$ cat config.mk
export PLATFORM = sky130hd
export DESIGN_NAME = mc_bus_slave_flat
export DESIGN_NICKNAME = d
export VERILOG_FILES = /design/src/rtl/mc_bus_slave_pkg.sv /design/src/rtl/mc_bus_slave_if.sv /design/src/rtl/mc_bus_slave_sync.sv /design/src/rtl/mc_bus_slave.sv /design/src/flat_wrapper.sv
export SDC_FILE = /design/constraint.sdc
export NUM_CORES = 1
export LEC_CHECK = 0
export CAP_MARGIN = 20
export CORE_MARGIN = 2
export CORE_UTILIZATION = 50
export CTS_BUF_LIST = sky130_fd_sc_hd__clkbuf_8
export DETAILED_ROUTE_END_ITERATION = 10
export GPL_TIMING_DRIVEN = 0
export PLACE_DENSITY = 0.87
export SYNTH_ARGS = -nofsm -noshare
export SYNTH_HDL_FRONTEND = slang
export SYNTH_SLANG_ARGS = --single-unit
$ cat constraint.sdc
create_clock -name clock -period 2.5 [get_ports clock]
set_input_delay 0.5 -clock clock [delete_from_list [all_inputs] [get_ports clock]]
set_output_delay 0.5 -clock clock [all_outputs]
set_load 0.1 [all_outputs]
$ cat src/rtl/mc_bus_slave_pkg.sv
// Shared types and constants for the MCU memory-controller bus slave.
package mc_bus_pkg;

  typedef enum logic [1:0] {
    IDLE     = 2'd0,
    WRITE    = 2'd1,
    READ     = 2'd2,
    WAIT_REL = 2'd3
  } state_t;

  localparam int ST_EMPTY = 0;
  localparam int ST_FULL  = 1;
  localparam int ST_OVF   = 2;
  localparam int ST_UNF   = 3;
  localparam int ST_PROTO = 4;
  localparam int ST_TMO   = 5;

  localparam int          TMO_W     = 12;
  localparam logic [11:0] TMO_LIMIT = 12'd4095;

endpackage

$ cat src/rtl/mc_bus_slave_if.sv
// Pin-side bundle of the MCU memory-controller bus (strobes, address, data).
interface mc_bus_slave_if #(
  parameter int MC_DATA_WIDTH = 16,
  parameter int MC_ADD_WIDTH  = 6
);
  logic                     mc_ce;
  logic                     mc_we;
  logic                     mc_oe;
  logic [MC_ADD_WIDTH-1:0]  mc_add;
  logic [MC_DATA_WIDTH-1:0] mc_data_in;
  logic [MC_DATA_WIDTH-1:0] mc_data_out;
  logic                     mc_data_oe;

  modport master (
    output mc_ce, mc_we, mc_oe, mc_add, mc_data_in,
    input  mc_data_out, mc_data_oe
  );

  modport slave (
    input  mc_ce, mc_we, mc_oe, mc_add, mc_data_in,
    output mc_data_out, mc_data_oe
  );
endinterface

$ cat src/rtl/mc_bus_slave_sync.sv
// Multi-flop synchroniser for an active-low asynchronous strobe (resets to idle-high).
module mc_sync #(
  parameter int STAGES = 2
) (
  input  logic clock,
  input  logic reset,
  input  logic async_in,
  output logic sync_out
);

  logic [STAGES-1:0] sync_p;

  always_ff @(posedge clock) begin
    if (!reset) sync_p <= '1;
    else        sync_p <= {sync_p[STAGES-2:0], async_in};
  end

  assign sync_out = sync_p[STAGES-1];

endmodule

$ cat src/rtl/mc_bus_slave.sv
// MCU memory-controller bus slave: control registers, FIFO window, sticky status.
// Optional bus-hang timeout enabled by defining MC_BUS_TIMEOUT_EN.
module mc_bus_slave
  import mc_bus_pkg::*;
#(
  parameter int MC_DATA_WIDTH = 16,
  parameter int MC_ADD_WIDTH  = 6,
  parameter int NUM_REGS      = 8,
  parameter int FIFO_ADDR     = 7,
  parameter int STATUS_ADDR   = 6,
  parameter int SYNC_STAGES   = 2
) (
  input  logic                              clock,
  input  logic                              reset,
  mc_bus_slave_if.slave                     bus,
  output logic [NUM_REGS*MC_DATA_WIDTH-1:0] reg_q,
  output logic [NUM_REGS-1:0]               reg_wstb,
  output logic [MC_DATA_WIDTH-1:0]          fifo_wr_data,
  output logic                              fifo_wr_en,
  input  logic                              fifo_full,
  input  logic [MC_DATA_WIDTH-1:0]          fifo_rd_data,
  output logic                              fifo_rd_en,
  input  logic                              fifo_empty,
  output logic                              bus_err
);

  localparam int W  = MC_DATA_WIDTH;
  localparam int AW = MC_ADD_WIDTH;
  localparam logic [AW-1:0] FIFO_A   = AW'(FIFO_ADDR);
  localparam logic [AW-1:0] STATUS_A = AW'(STATUS_ADDR);

  logic ce_s, we_s, oe_s, we_d, oe_d;
  logic we_fall, oe_fall, oe_rise;
  state_t state_q, state_d;
  logic start_wr, start_rd, proto_hit, rd_done, tmo_hit;
  logic [AW-1:0] addr_q;
  logic [W-1:0]  data_q, data_out_q, status_word;
  logic data_oe_q, ovf_err, unf_err, proto_err;
`ifdef MC_BUS_TIMEOUT_EN
  logic              tmo_err;
  logic [TMO_W-1:0]  tmo_cnt;
`endif

  mc_sync #(.STAGES(SYNC_STAGES)) u_sync_ce (.clock(clock), .reset(reset), .async_in(bus.mc_ce), .sync_out(ce_s));
  mc_sync #(.STAGES(SYNC_STAGES)) u_sync_we (.clock(clock), .reset(reset), .async_in(bus.mc_we), .sync_out(we_s));
  mc_sync #(.STAGES(SYNC_STAGES)) u_sync_oe (.clock(clock), .reset(reset), .async_in(bus.mc_oe), .sync_out(oe_s));

  assign we_fall = we_d & ~we_s;
  assign oe_fall = oe_d & ~oe_s;
  assign oe_rise = ~oe_d & oe_s;

  assign bus.mc_data_out = data_out_q;
  assign bus.mc_data_oe  = data_oe_q;

  always_comb begin
    status_word           = '0;
    status_word[ST_EMPTY] = fifo_empty;
    status_word[ST_FULL]  = fifo_full;
    status_word[ST_OVF]   = ovf_err;
    status_word[ST_UNF]   = unf_err;
    status_word[ST_PROTO] = proto_err;
`ifdef MC_BUS_TIMEOUT_EN
    status_word[ST_TMO]   = tmo_err;
`endif
  end

  // FIFO and status windows win over the register range when they overlap.
  function automatic logic [W-1:0] read_word(input logic [AW-1:0] a);
    logic [W-1:0] w;
    w = '0;
    if (a == FIFO_A)        w = fifo_empty ? '0 : fifo_rd_data;
    else if (a == STATUS_A) w = status_word;
    else begin
      for (int i = 0; i < NUM_REGS; i++)
        if (a == AW'(i)) w = reg_q[i*W +: W];
    end
    return w;
  endfunction

  always_comb begin
    state_d   = state_q;
    start_wr  = 1'b0;
    start_rd  = 1'b0;
    proto_hit = 1'b0;
    rd_done   = 1'b0;
    tmo_hit   = 1'b0;
    case (state_q)
      IDLE: begin
        if (!ce_s && (we_fall || oe_fall) && !we_s && !oe_s) begin
          proto_hit = 1'b1;
          state_d   = WAIT_REL;
        end else if (!ce_s && we_fall) begin
          start_wr = 1'b1;
          state_d  = WRITE;
        end else if (!ce_s && oe_fall) begin
          start_rd = 1'b1;
          state_d  = READ;
        end
      end
      WRITE:    state_d = WAIT_REL;
      READ: begin
        if (oe_rise) begin
          rd_done = 1'b1;
          state_d = IDLE;
        end
      end
      WAIT_REL: if (ce_s && we_s && oe_s) state_d = IDLE;
      default:  state_d = IDLE;
    endcase
`ifdef MC_BUS_TIMEOUT_EN
    if ((state_q == READ || state_q == WAIT_REL) && tmo_cnt == TMO_LIMIT) begin
      tmo_hit = 1'b1;
      rd_done = 1'b0;
      state_d = IDLE;
    end
`endif
  end

`ifdef MC_BUS_TIMEOUT_EN
  always_ff @(posedge clock) begin
    if (!reset) tmo_cnt <= '0;
    else if ((state_q == READ || state_q == WAIT_REL) && !tmo_hit) tmo_cnt <= tmo_cnt + 12'd1;
    else tmo_cnt <= '0;
  end
`endif

  always_ff @(posedge clock) begin
    if (!reset) begin
      state_q      <= IDLE;
      we_d         <= 1'b1;
      oe_d         <= 1'b1;
      addr_q       <= '0;
      data_q       <= '0;
      reg_q        <= '0;
      reg_wstb     <= '0;
      fifo_wr_en   <= 1'b0;
      fifo_wr_data <= '0;
      fifo_rd_en   <= 1'b0;
      data_out_q   <= '0;
      data_oe_q    <= 1'b0;
      ovf_err      <= 1'b0;
      unf_err      <= 1'b0;
      proto_err    <= 1'b0;
      bus_err      <= 1'b0;
`ifdef MC_BUS_TIMEOUT_EN
      tmo_err      <= 1'b0;
`endif
    end else begin
      state_q    <= state_d;
      we_d       <= we_s;
      oe_d       <= oe_s;
      reg_wstb   <= '0;
      fifo_wr_en <= 1'b0;
      fifo_rd_en <= 1'b0;

      if (start_wr || start_rd) begin
        addr_q <= bus.mc_add;
        data_q <= bus.mc_data_in;
      end
      if (start_rd) begin
        data_oe_q  <= 1'b1;
        data_out_q <= read_word(bus.mc_add);
      end else if (state_q == READ) begin
        data_out_q <= read_word(addr_q);
      end
      if (proto_hit) proto_err <= 1'b1;

      if (state_q == WRITE) begin
        if (addr_q == FIFO_A) begin
          if (!fifo_full) begin
            fifo_wr_en   <= 1'b1;
            fifo_wr_data <= data_q;
          end else begin
            ovf_err <= 1'b1;
          end
        end else if (addr_q == STATUS_A) begin
          if (data_q[ST_OVF])   ovf_err   <= 1'b0;
          if (data_q[ST_UNF])   unf_err   <= 1'b0;
          if (data_q[ST_PROTO]) proto_err <= 1'b0;
`ifdef MC_BUS_TIMEOUT_EN
          if (data_q[ST_TMO])   tmo_err   <= 1'b0;
`endif
        end else begin
          for (int i = 0; i < NUM_REGS; i++) begin
            if (addr_q == AW'(i)) begin
              reg_q[i*W +: W] <= data_q;
              reg_wstb[i]     <= 1'b1;
            end
          end
        end
      end

      if (rd_done) begin
        data_oe_q <= 1'b0;
        if (addr_q == FIFO_A) begin
          if (!fifo_empty) fifo_rd_en <= 1'b1;
          else             unf_err    <= 1'b1;
        end
      end

`ifdef MC_BUS_TIMEOUT_EN
      if (tmo_hit) begin
        data_oe_q <= 1'b0;
        tmo_err   <= 1'b1;
      end
      bus_err <= ovf_err | unf_err | proto_err | tmo_err;
`else
      bus_err <= ovf_err | unf_err | proto_err;
`endif
    end
  end

endmodule

$ cat src/flat_wrapper.sv
// flat-port wrapper written by rule: the top's interface ports become plain ports
module mc_bus_slave_flat import mc_bus_pkg::*;
#(
  parameter int MC_DATA_WIDTH = 16,
  parameter int MC_ADD_WIDTH  = 6,
  parameter int NUM_REGS      = 8,
  parameter int FIFO_ADDR     = 7,
  parameter int STATUS_ADDR   = 6,
  parameter int SYNC_STAGES   = 2
)
  (clock, reset, reg_q, reg_wstb, fifo_wr_data, fifo_wr_en, fifo_full, fifo_rd_data, fifo_rd_en, fifo_empty, bus_err, bus_mc_ce, bus_mc_we, bus_mc_oe, bus_mc_add, bus_mc_data_in, bus_mc_data_out, bus_mc_data_oe);
  mc_bus_slave_if #(.MC_DATA_WIDTH(MC_DATA_WIDTH), .MC_ADD_WIDTH(MC_ADD_WIDTH)) bus_i ();
  input  logic clock;
  input  logic reset;
  output logic [NUM_REGS*MC_DATA_WIDTH-1:0] reg_q;
  output logic [NUM_REGS-1:0] reg_wstb;
  output logic [MC_DATA_WIDTH-1:0] fifo_wr_data;
  output logic fifo_wr_en;
  input  logic fifo_full;
  input  logic [MC_DATA_WIDTH-1:0] fifo_rd_data;
  output logic fifo_rd_en;
  input  logic fifo_empty;
  output logic bus_err;
  input wire logic [$bits(bus_i.mc_ce)-1:0] bus_mc_ce;
  input wire logic [$bits(bus_i.mc_we)-1:0] bus_mc_we;
  input wire logic [$bits(bus_i.mc_oe)-1:0] bus_mc_oe;
  input wire logic [$bits(bus_i.mc_add)-1:0] bus_mc_add;
  input wire logic [$bits(bus_i.mc_data_in)-1:0] bus_mc_data_in;
  output wire logic [$bits(bus_i.mc_data_out)-1:0] bus_mc_data_out;
  output wire logic [$bits(bus_i.mc_data_oe)-1:0] bus_mc_data_oe;
  assign bus_i.mc_ce = bus_mc_ce;
  assign bus_i.mc_we = bus_mc_we;
  assign bus_i.mc_oe = bus_mc_oe;
  assign bus_i.mc_add = bus_mc_add;
  assign bus_i.mc_data_in = bus_mc_data_in;
  assign bus_mc_data_out = bus_i.mc_data_out;
  assign bus_mc_data_oe = bus_i.mc_data_oe;
  mc_bus_slave #(.MC_DATA_WIDTH(MC_DATA_WIDTH), .MC_ADD_WIDTH(MC_ADD_WIDTH), .NUM_REGS(NUM_REGS), .FIFO_ADDR(FIFO_ADDR), .STATUS_ADDR(STATUS_ADDR), .SYNC_STAGES(SYNC_STAGES)) u_core (.clock(clock), .reset(reset), .bus(bus_i), .reg_q(reg_q), .reg_wstb(reg_wstb), .fifo_wr_data(fifo_wr_data), .fifo_wr_en(fifo_wr_en), .fifo_full(fifo_full), .fifo_rd_data(fifo_rd_data), .fifo_rd_en(fifo_rd_en), .fifo_empty(fifo_empty), .bus_err(bus_err));
endmodule
Word level (Yosys, flattened, before mapping)
Cells that the tools add are included.

Register bits after elaboration: 175. Input port bits: 45. Output and inout port bits: 172. Word-level logic and storage cells: 151.

Equal/unequal tests: 21. Muxes and demuxes: 60. Bitwise operators: 13. Reduce and logical (&&, ||, !) cells: 32.

Operator list (count): $mux W16 (19); $eq A6 B3 Y1 const B (8); $mux W1 (35); $reduce_and A4 Y1 (7); $eq A6 B2 Y1 const B (4); $eq A6 B1 Y1 const B (2); $logic_not A6 Y1 (2); $reduce_and A3 Y1 (4); $mux W2 (5); $not A1 Y1 (8); $pmux W2 S4 (1); $logic_and A1 B1 Y1 (7); $reduce_bool A2 Y1 (3); $eq A2 B2 Y1 const B (2); $ne A2 B1 Y1 const B (2); $ne A4 B1 Y1 const B (1); $reduce_or A4 Y1 (1); $and A1 B1 Y1 (3); $logic_not A1 Y1 (3); $reduce_or A3 Y1 (1); $eq A2 B1 Y1 const B (1); $logic_not A2 Y1 (1); $logic_or A1 B1 Y1 (2); $ne A2 B2 Y1 const B (1); 2 further kinds (3).

Depth between registers and ports, before layout
Gate-level depths: netlist (run 1).

Depth after elaboration: 13. Gate-level depth with buffers: 8. Gate-level depth less buffers: 5.

Hierarchy
Synthesis (run 1) repeated with hierarchy kept, for this count alone.

Cell total of the unflattened synthesis: 1028. Area, all modules: 8705.8 um^2.

By module, submodules not included: mc_bus_slave (times used 1, cells an instance 1016, area an instance 8548.2 um^2, seq. area each 3343.2 um^2); mc_sync (times used 3, cells an instance 4, area an instance 52.6 um^2, seq. area each 40.0 um^2).

Worst setup path before layout (run 1)
No wires, ideal clock.

Path type: input -> register. Start point: input bus_mc_add[5]. End point: register u_core.data_out_q[2] (netlist: u_core.bus.mc_data_out[2]). Library setup time: 124 ps. Arrival time: 1847 ps. Data required time: 2376 ps. Slack: 528 ps. Stages on the path: 7. Buffers on the path: 2. Path through: buf_2 nor2_1 clkbuf_1 nand2_1 o211ai_1 a211oi_1 a2111o_1.

Cells in the longest elaborated chain, start to end: 10. Elaborated cells on any way between the ends: 17. Those cells by class: 7 x eq/ne; 9 x mux; 1 x reduce/logical.

RTL lines: start, declared (RTL line flat_wrapper.sv:27) `input wire logic [$bits(bus_i.mc_add)-1:0] bus_mc_add;`; $logic_not A6 Y1 (RTL line mc_bus_slave.sv:75) `if (a == AW'(i)) w = reg_q[i*W +: W];`; $mux W16 (6 in series) (RTL line mc_bus_slave.sv:75); $mux W16 (RTL line mc_bus_slave.sv:72) `else if (a == STATUS_A) w = status_word;`; $mux W16 (*) (RTL line mc_bus_slave.sv:71) `if (a == FIFO_A) w = fifo_empty ? '0 : fifo_rd_data;`; $mux W16 (*) (RTL line mc_bus_slave.sv:160) `if (start_rd) begin`; end signal, assigned (RTL line mc_bus_slave.sv:162) `data_out_q <= read_word(bus.mc_add);`; end signal, assigned (RTL line mc_bus_slave.sv:164) `data_out_q <= read_word(addr_q);`; end, declared (RTL line mc_bus_slave.sv:37) `logic [W-1:0] data_q, data_out_q, status_word;`.

Mark *: on every way between the ends. The rest lies on a longest branch, timed or not. A chain may end at the register's enable or synchronous reset.

Final worst setup path (run 1)
Start point: input bus_mc_add[1]. End point: register u_core.data_out_q[9] (netlist: u_core.bus.mc_data_out[9]).

Same word-level chain as after synthesis.

==> flow_metrics.tcl, run 1 <==
set metrics [dict create \
    outcome "complete, but fails checks" \
    violations "negative setup slack" \
    rsz0062_at_grt "no" \
    drc 0 \
    yosysTopAreaCell "dfxtp_1" \
    cts_sinks 173 \
    seq_area_frac_synth_pct 39.0 \
    clk_path_buf_depth 2 \
    dieArea_sq_mm 0.0189 \
    hold_class "reg -> reg" \
    hold_violations 0 \
    syn-mean-instance-area_sq_um 8.16 \
    worstSetupPathType "in -> reg" \
    clk_pin_slew_worst_paths_ns 0.10 \
    worstMarginPinSlew_ns 1.01 \
    power.leakage_nw 4.95 \
    overflow 0 \
    fin_cells 1560 \
    min_period_ns 2.50 \
    synth.cell_area_sq_mm 0.00889 \
    cts_tree "built" \
    post-route-period-util_pct 100 \
    drtIter0Drc 1377 \
    ys.flop_type "dfxtp_1" \
    utilization_pct 66.3 \
    placedCellCount 1528 \
    crit_top_cell "buf_2" \
    place_congestion 1.02 \
    crit_path_end_kind "flip-flop" \
    relSlewSlack_pct 33.3 \
    cts_root_buf "clkbuf_8" \
    grt_pass1_vias 8745 \
    power.internal_w 0.00388 \
    wl_per_cell_um 22.7 \
    vias 9662 \
    grt_pass1_wl_um 52100 \
    start_util_pct 51.2 \
    cts-buffers-inserted 17 \
    comb_power_share_pct 11.9 \
    antenna_found_initial 0 \
    ys_types 72 \
    die_y_um 137 \
    wl_um 35500 \
    critPathLaunchType "input pin" \
    final_max_slew_viol_count 0 \
    seqPwrFrac_pct 49.7 \
    yosysWarnings 0 \
    p_clk_share_pct 38.4 \
    n_fill_cell 1549 \
    finClkSkew_ns 0.0123 \
    syn2layout_area_growth_pct 29.5 \
    io_buffers 181 \
    finalNetCount 1367 \
    fin_ws_ns -0.00132 \
    placementRows 48 \
    ioPinCount 217 \
    synth_edf_count 0 \
    max_stage_delay_ns 0.53 \
    async_reset_ff_share_pct 0 \
    path_cells "clkdlybuf4s50_1 -> buf_2 -> buf_2 -> mux2i_1 -> o2bb2ai_1 -> a221oi_1 -> o221ai_1 -> o211a_1" \
    p_sw_share_pct 30.5 \
    critPathMaxFanout 10 \
    maxCapViolCount 0 \
    worstPathRequired_ns 2.88 \
    antennaDiodeCount 0 \
    core_sq_mm 0.0174 \
    ys_seq_elements 173 \
    dr.pass1.iters 6 \
    antenna_left 0 \
    syn_inst 1089 \
    setup-violations-final 1 \
    holdBufCountCts 0 \
    drive_gt1_share_pct 11.0 \
    die_width_um 137 \
    drt-vias-per-instance 6.19 \
    arrival_ns 2.88 \
    synthTopCellsByArea "dfxtp_1 39%, mux2i_1 8.1%, nand2_1 6.9%, a21oi_1 6.0%, nor2_1 4.2%" \
    place_hpwl_um 26500 \
    htreeDepth 4 \
    p_per_area_mw_per_mm2 485 \
    max_freq_mhz 400 \
    yosys.area.top_type_share_pct 39.0 \
    p_sw_w 0.00170 \
    peakVddDrop_uv 349 \
    grt_use_total_pct 37.1 \
    clk_latency_ns 0.48 \
    grt_max_degree 19 \
    worst_path_max_delay_cell "clkdlybuf4s50_1" \
]
==> area by class of cell <==
cell class	instances	area, sq um	share of cell area [%]
clock inverters	15	194	1.68
well taps	225	282	2.45
multi-input cells	814	4830	41.9
clock buffers	17	234	2.03
flip-flops and latches	173	3460	30.1
plain buffers	128	719	6.25
inverters	6	22.5	0.196
repair buffers	182	1770	15.4
==> cell families (layout without fill, tap and decap cells) <==
group	count (synthesis)	in the layout	synth area share (%)
compound gates	301	301	21.7
other cells	1	34	0.0422
buf+inv	135	348	8.35
flops	173	173	39.0
mux	79	79	8.99
simple gates	400	400	22.0
==> per-layer routing <==
layer,vias up,track usage (%),routed length [um]
li1,4265,-,-
met1,4519,49.4,14000
met2,746,57.1,15600
met3,132,9.97,4500
met4,0,14.9,1310
met5,-,0,0
==> synthesized netlist by cell type, drive strengths merged (3+ instances only) <==
| cell type | number |
|---|---|
| a211oi | 11 |
| nand2b | 22 |
| nand2 | 164 |
| mux2i | 72 |
| dfxtp | 173 |
| or2 | 6 |
| inv | 5 |
| o21ai | 69 |
| nand4 | 5 |
| a21oi | 106 |
| o2bb2ai | 7 |
| nand3 | 12 |
| or3 | 4 |
| nor4 | 8 |
| a221oi | 13 |
| a211o | 9 |
| nor4b | 4 |
| a21o | 8 |
| and3 | 5 |
| a32oi | 8 |
| a22oi | 7 |
| buf | 76 |
| nor2b | 17 |
| o211ai | 16 |
| mux2 | 7 |
| nor2 | 103 |
| o22ai | 7 |
| a22o | 3 |
| a31oi | 7 |
| and2 | 6 |
| o221ai | 7 |
| a221o | 3 |
| nor3 | 33 |
| clkbuf | 53 |
| o21a | 3 |
==> repair_timing <==
item / in CTS / in global routing
gates resized for setup: 98 / 36
buffers inserted: 1 / 0
pin swaps: 1 / 1
endpoints found under the setup margin: 101 / 46
==> worst max-delay path, delay by kind of cell <==
family | cells | cell delay [ns]
AO/OA/AOI/OAI | 4 | 0.92
buffers and inverters | 3 | 1.20
multiplexers | 1 | 0.25
==> cells in the final DEF (no fill, tap or decap), types with 8 or more instances in the layout <==
cell type,Yosys,layout
a21o_1,8,8
nor2b_1,17,17
dlygate4sd2_1,0,97
nand3_1,12,12
a32oi_1,8,8
clkbuf_8,0,17
a221oi_1,11,11
o211ai_1,16,16
clkbuf_1,53,50
dfxtp_1,173,173
nor3_1,30,29
buf_4,40,41
nand2b_1,22,22
a211o_1,9,9
clkdlybuf4s50_1,0,55
nor2_1,99,99
buf_2,26,26
nand2_1,164,162
a21oi_1,106,106
mux2i_1,72,72
o21ai_0,67,67
dlymetal6s2s_1,0,29
a211oi_1,10,10
conb_1,1,34
==> per-stage QoR <==
step           setup WS [ns]  power [W]  cell area (sq um)  hold WS (ns)  setup TNS (ns)
6_report            -0.00132    0.00559              11500         0.426        -0.00132
5_1_grt              0.00420    0.00570              11500         0.433               0
4_1_cts             0.000167    0.00555              11400         0.426               0
3_5_place_dp          -0.744    0.00348              11100         0.401          -10.35
3_3_place_gp          -0.739    0.00348              11100         0.393          -10.75
2_1_floorplan          0.528    0.00330               9010         0.386               0
==> power groups by stage <==
stage | Clock (W) | Sequential (W) | Combinational (W)
2_1_floorplan | 0 | 0.00286 | 0.000440
3_3_place_gp | 0 | 0.00284 | 0.000638
3_5_place_dp | 0 | 0.00284 | 0.000640
4_1_cts | 0.00213 | 0.00278 | 0.000644
5_1_grt | 0.00224 | 0.00278 | 0.000687
6_report | 0.00215 | 0.00278 | 0.000664
==> state kept, by name (all words and copies together), names as in the netlist, 6 cells and up <==
| signal | flops |
|---|---|
| u_core.addr_q | 6 |
| u_core.bus.mc_data_out | 16 |
| u_core.data_q | 16 |
| u_core.fifo_wr_data | 16 |
| u_core.reg_q | 96 |
| u_core.reg_wstb | 6 |
==> worst paths after layout <==
| path | start | to | slack [ns] | depth (start not counted) |
|---|---|---|---|---|
| setup / recovery | bus_mc_add[1] | u_core.bus.mc_data_out[9] | -0.001 | 8 |
| hold / removal | u_core.u_sync_oe.sync_p[0] | u_core.u_sync_oe.sync_p[1] | 0.43 | 1 |
| setup reg to reg | u_core.addr_q[3] | u_core.reg_q[51] | 0.08 | 7 |
| hold reg to reg | u_core.u_sync_oe.sync_p[0] | u_core.u_sync_oe.sync_p[1] | 0.43 | 1 |
(Power assumes the default switching activity.)
==> inputs of run 2 (changes only) <==
==> constraint.sdc (replaced) <==
create_clock -name clock -period 2.8 [get_ports clock]
set_input_delay 0.56 -clock clock [delete_from_list [all_inputs] [get_ports clock]]
set_output_delay 0.56 -clock clock [all_outputs]
set_load 0.1 [all_outputs]
==> run 2 against run 1 <==
Critical path depth down 7. Wire length about the same. Sequential power down 11%. Combinational power down 11%. Die area unchanged. Critical path type is now reg -> out. The flow now finishes without violations. Design area up 0.27%. Clock power down 11%. Clock skew down 0.0027 ns. First-iteration DRC count up 14%. Highest routed layer unchanged.
==> flow_metrics.tcl, run 2 (same netlist as run 1, synthesis figures left out) <==
set metrics [dict create \
    outcome "finished clean" \
    grt_use_total_pct 37.0 \
    cts_root_buf "clkbuf_8" \
    final_common_cell "clkdlybuf4s50_1" \
    worstReg2RegEnd "u_core.addr_q[1]" \
    clk_path_buf_depth 2 \
    finClkSkew_ns 0.00965 \
    multi_input_area_sq_mm 0.00481 \
    antenna_found_initial 0 \
    syn2layout_area_growth_pct 29.9 \
    clk_latency_ns 0.49 \
    comb_power_share_pct 11.8 \
    critPathLaunchType "flip-flop" \
    path_delay_family "buffers and inverters" \
    rsz0062_at_grt "no" \
    peakVddDrop_uv 311 \
    final_cell_mix "181 x clkdlybuf4s50_1, 173 x dfxtp_1, 164 x nand2_1" \
    r2r_start "u_core.u_sync_oe.sync_p[1]" \
    setup-violations-final 0 \
    post-route-period-util_pct 98.0 \
    core_sq_mm 0.0174 \
    die_width_um 137 \
    grt_pass1_vias 8760 \
    cts-buffers-inserted 17 \
    worst_path_max_delay_cell "clkdlybuf4s50_1" \
    worstPathRequired_ns 2.24 \
    p_per_area_mw_per_mm2 432 \
    placedCellCount 1528 \
    place_congestion 1.02 \
    drt-vias-per-instance 6.13 \
    vias 9571 \
    power.leakage_nw 3.93 \
    largest_reg_flops 96 \
    fin_ws_ns 0.0572 \
    power.internal_w 0.00347 \
    drtIter0Drc 1574 \
    die_y_um 137 \
    p_clk_share_pct 38.5 \
    seqPwrFrac_pct 49.7 \
    crit_path_end_kind "output pin" \
    p_sw_share_pct 30.5 \
    path_cells "clkdlybuf4s50_1" \
    max_stage_delay_ns 1.19 \
    htreeDepth 4 \
    finalNetCount 1368 \
    n_fill_cell 1509 \
    crit_buf_inv 1 \
    rrSetupSlack_ns 0.37 \
    maxCapViolCount 0 \
    worstSetupPathType "reg -> out" \
    critPathMaxFanout 4 \
    crit_end "reg_q[40]" \
    largest-register "u_core.reg_q" \
    start_util_pct 51.2 \
    holdWs_ns 0.427 \
    p_sw_w 0.00152 \
    ioPinCount 217 \
    antenna_left 0 \
    wl_per_cell_um 22.7 \
    overflow 0 \
    cts_sinks 173 \
    r2r_cells 7 \
    place_hpwl_um 26500 \
    cts_tree "built" \
    dieArea_sq_mm 0.0189 \
    relSlewSlack_pct 32.5 \
    regArea_sq_mm 0.00346 \
    dr.pass1.iters 8 \
    antennaDiodeCount 0 \
    final_max_slew_viol_count 0 \
    min_period_ns 2.74 \
    drive_gt1_share_pct 10.6 \
    grt_max_degree 19 \
    clk_pin_slew_worst_paths_ns 0.11 \
    drc 0 \
    placementRows 48 \
    hold_class "reg -> reg" \
    pre_cts_slack_ns -0.504 \
    arrival_ns 2.18 \
    worstMarginPinSlew_ns 1.01 \
    fin_cells 1561 \
    max_freq_mhz 365 \
    crit_path_start "u_core.reg_q[40]" \
    wl_um 35500 \
    path_depth 1 \
    hold_violations 0 \
    holdBufCountCts 0 \
    io_buffers 181 \
    grt_pass1_wl_um 51900 \
]
run 2: changes by cell type in the layout (fill, tap and decap cells not counted), moves of 2 or more:
cell | previous run | this run
nand2_1 | 162 | 164
dlymetal6s2s_1 | 29 | 0
clkdlybuf4s50_1 | 55 | 181
clkbuf_2 | 3 | 1
clkbuf_1 | 50 | 52
nand2_2 | 2 | 0
dlygate4sd2_1 | 97 | 0
run 2: worst min path at each step:
stage                               startpoint                         end  cells past startpoint
global placement    u_core.u_sync_we.sync_p[0]  u_core.u_sync_we.sync_p[1]                      1
floorplan           u_core.u_sync_ce.sync_p[0]  u_core.u_sync_ce.sync_p[1]                      1
CTS                 u_core.u_sync_we.sync_p[0]  u_core.u_sync_we.sync_p[1]                      1
global route        u_core.u_sync_we.sync_p[0]  u_core.u_sync_we.sync_p[1]                      1
detailed placement  u_core.u_sync_ce.sync_p[0]  u_core.u_sync_ce.sync_p[1]                      1
finish              u_core.u_sync_oe.sync_p[0]  u_core.u_sync_oe.sync_p[1]                      1
run 2: final cells by class:
type / instances / area share (%)
Sequential cell: 173 / 30.0
Clock inverter: 15 / 1.68
Inverter: 6 / 0.195
Timing Repair Buffer: 182 / 15.8
Multi-Input combinational cell: 814 / 41.6
Tap cell: 225 / 2.44
Buffer: 129 / 6.24
Clock buffer: 17 / 2.03
run 2: repair_timing:
action	in CTS	in global routing
pin swaps	1	0
endpoints found under the setup margin	1	3
gates resized for setup	0	2
setup buffers	1	0
run 2: through the flow:
stage	total power, W	TNS (ns)	util (%)	area (sq um)
2_1_floorplan	0.00294	0	-	9010
3_3_place_gp	0.00310	-3.19	64.0	11100
3_5_place_dp	0.00311	-3.13	64.0	11100
4_1_cts	0.00496	0	66.5	11500
5_1_grt	0.00508	0	66.5	11500
6_report	0.00499	0	66.5	11500
run 2: power by group through the flow:
stage / clock (W) / combinational (W) / sequential (W)
6_report: 0.00192 / 0.000590 / 0.00248
5_1_grt: 0.00199 / 0.000611 / 0.00248
4_1_cts: 0.00191 / 0.000575 / 0.00248
3_5_place_dp: 0 / 0.000571 / 0.00253
3_3_place_gp: 0 / 0.000569 / 0.00253
2_1_floorplan: 0 / 0.000392 / 0.00255
run 2: per-layer routing:
layer	track usage, %	wire length, um
met1	49.4	14100
met4	16.0	1240
met2	56.7	15700
met3	9.27	4430
met5	0	0
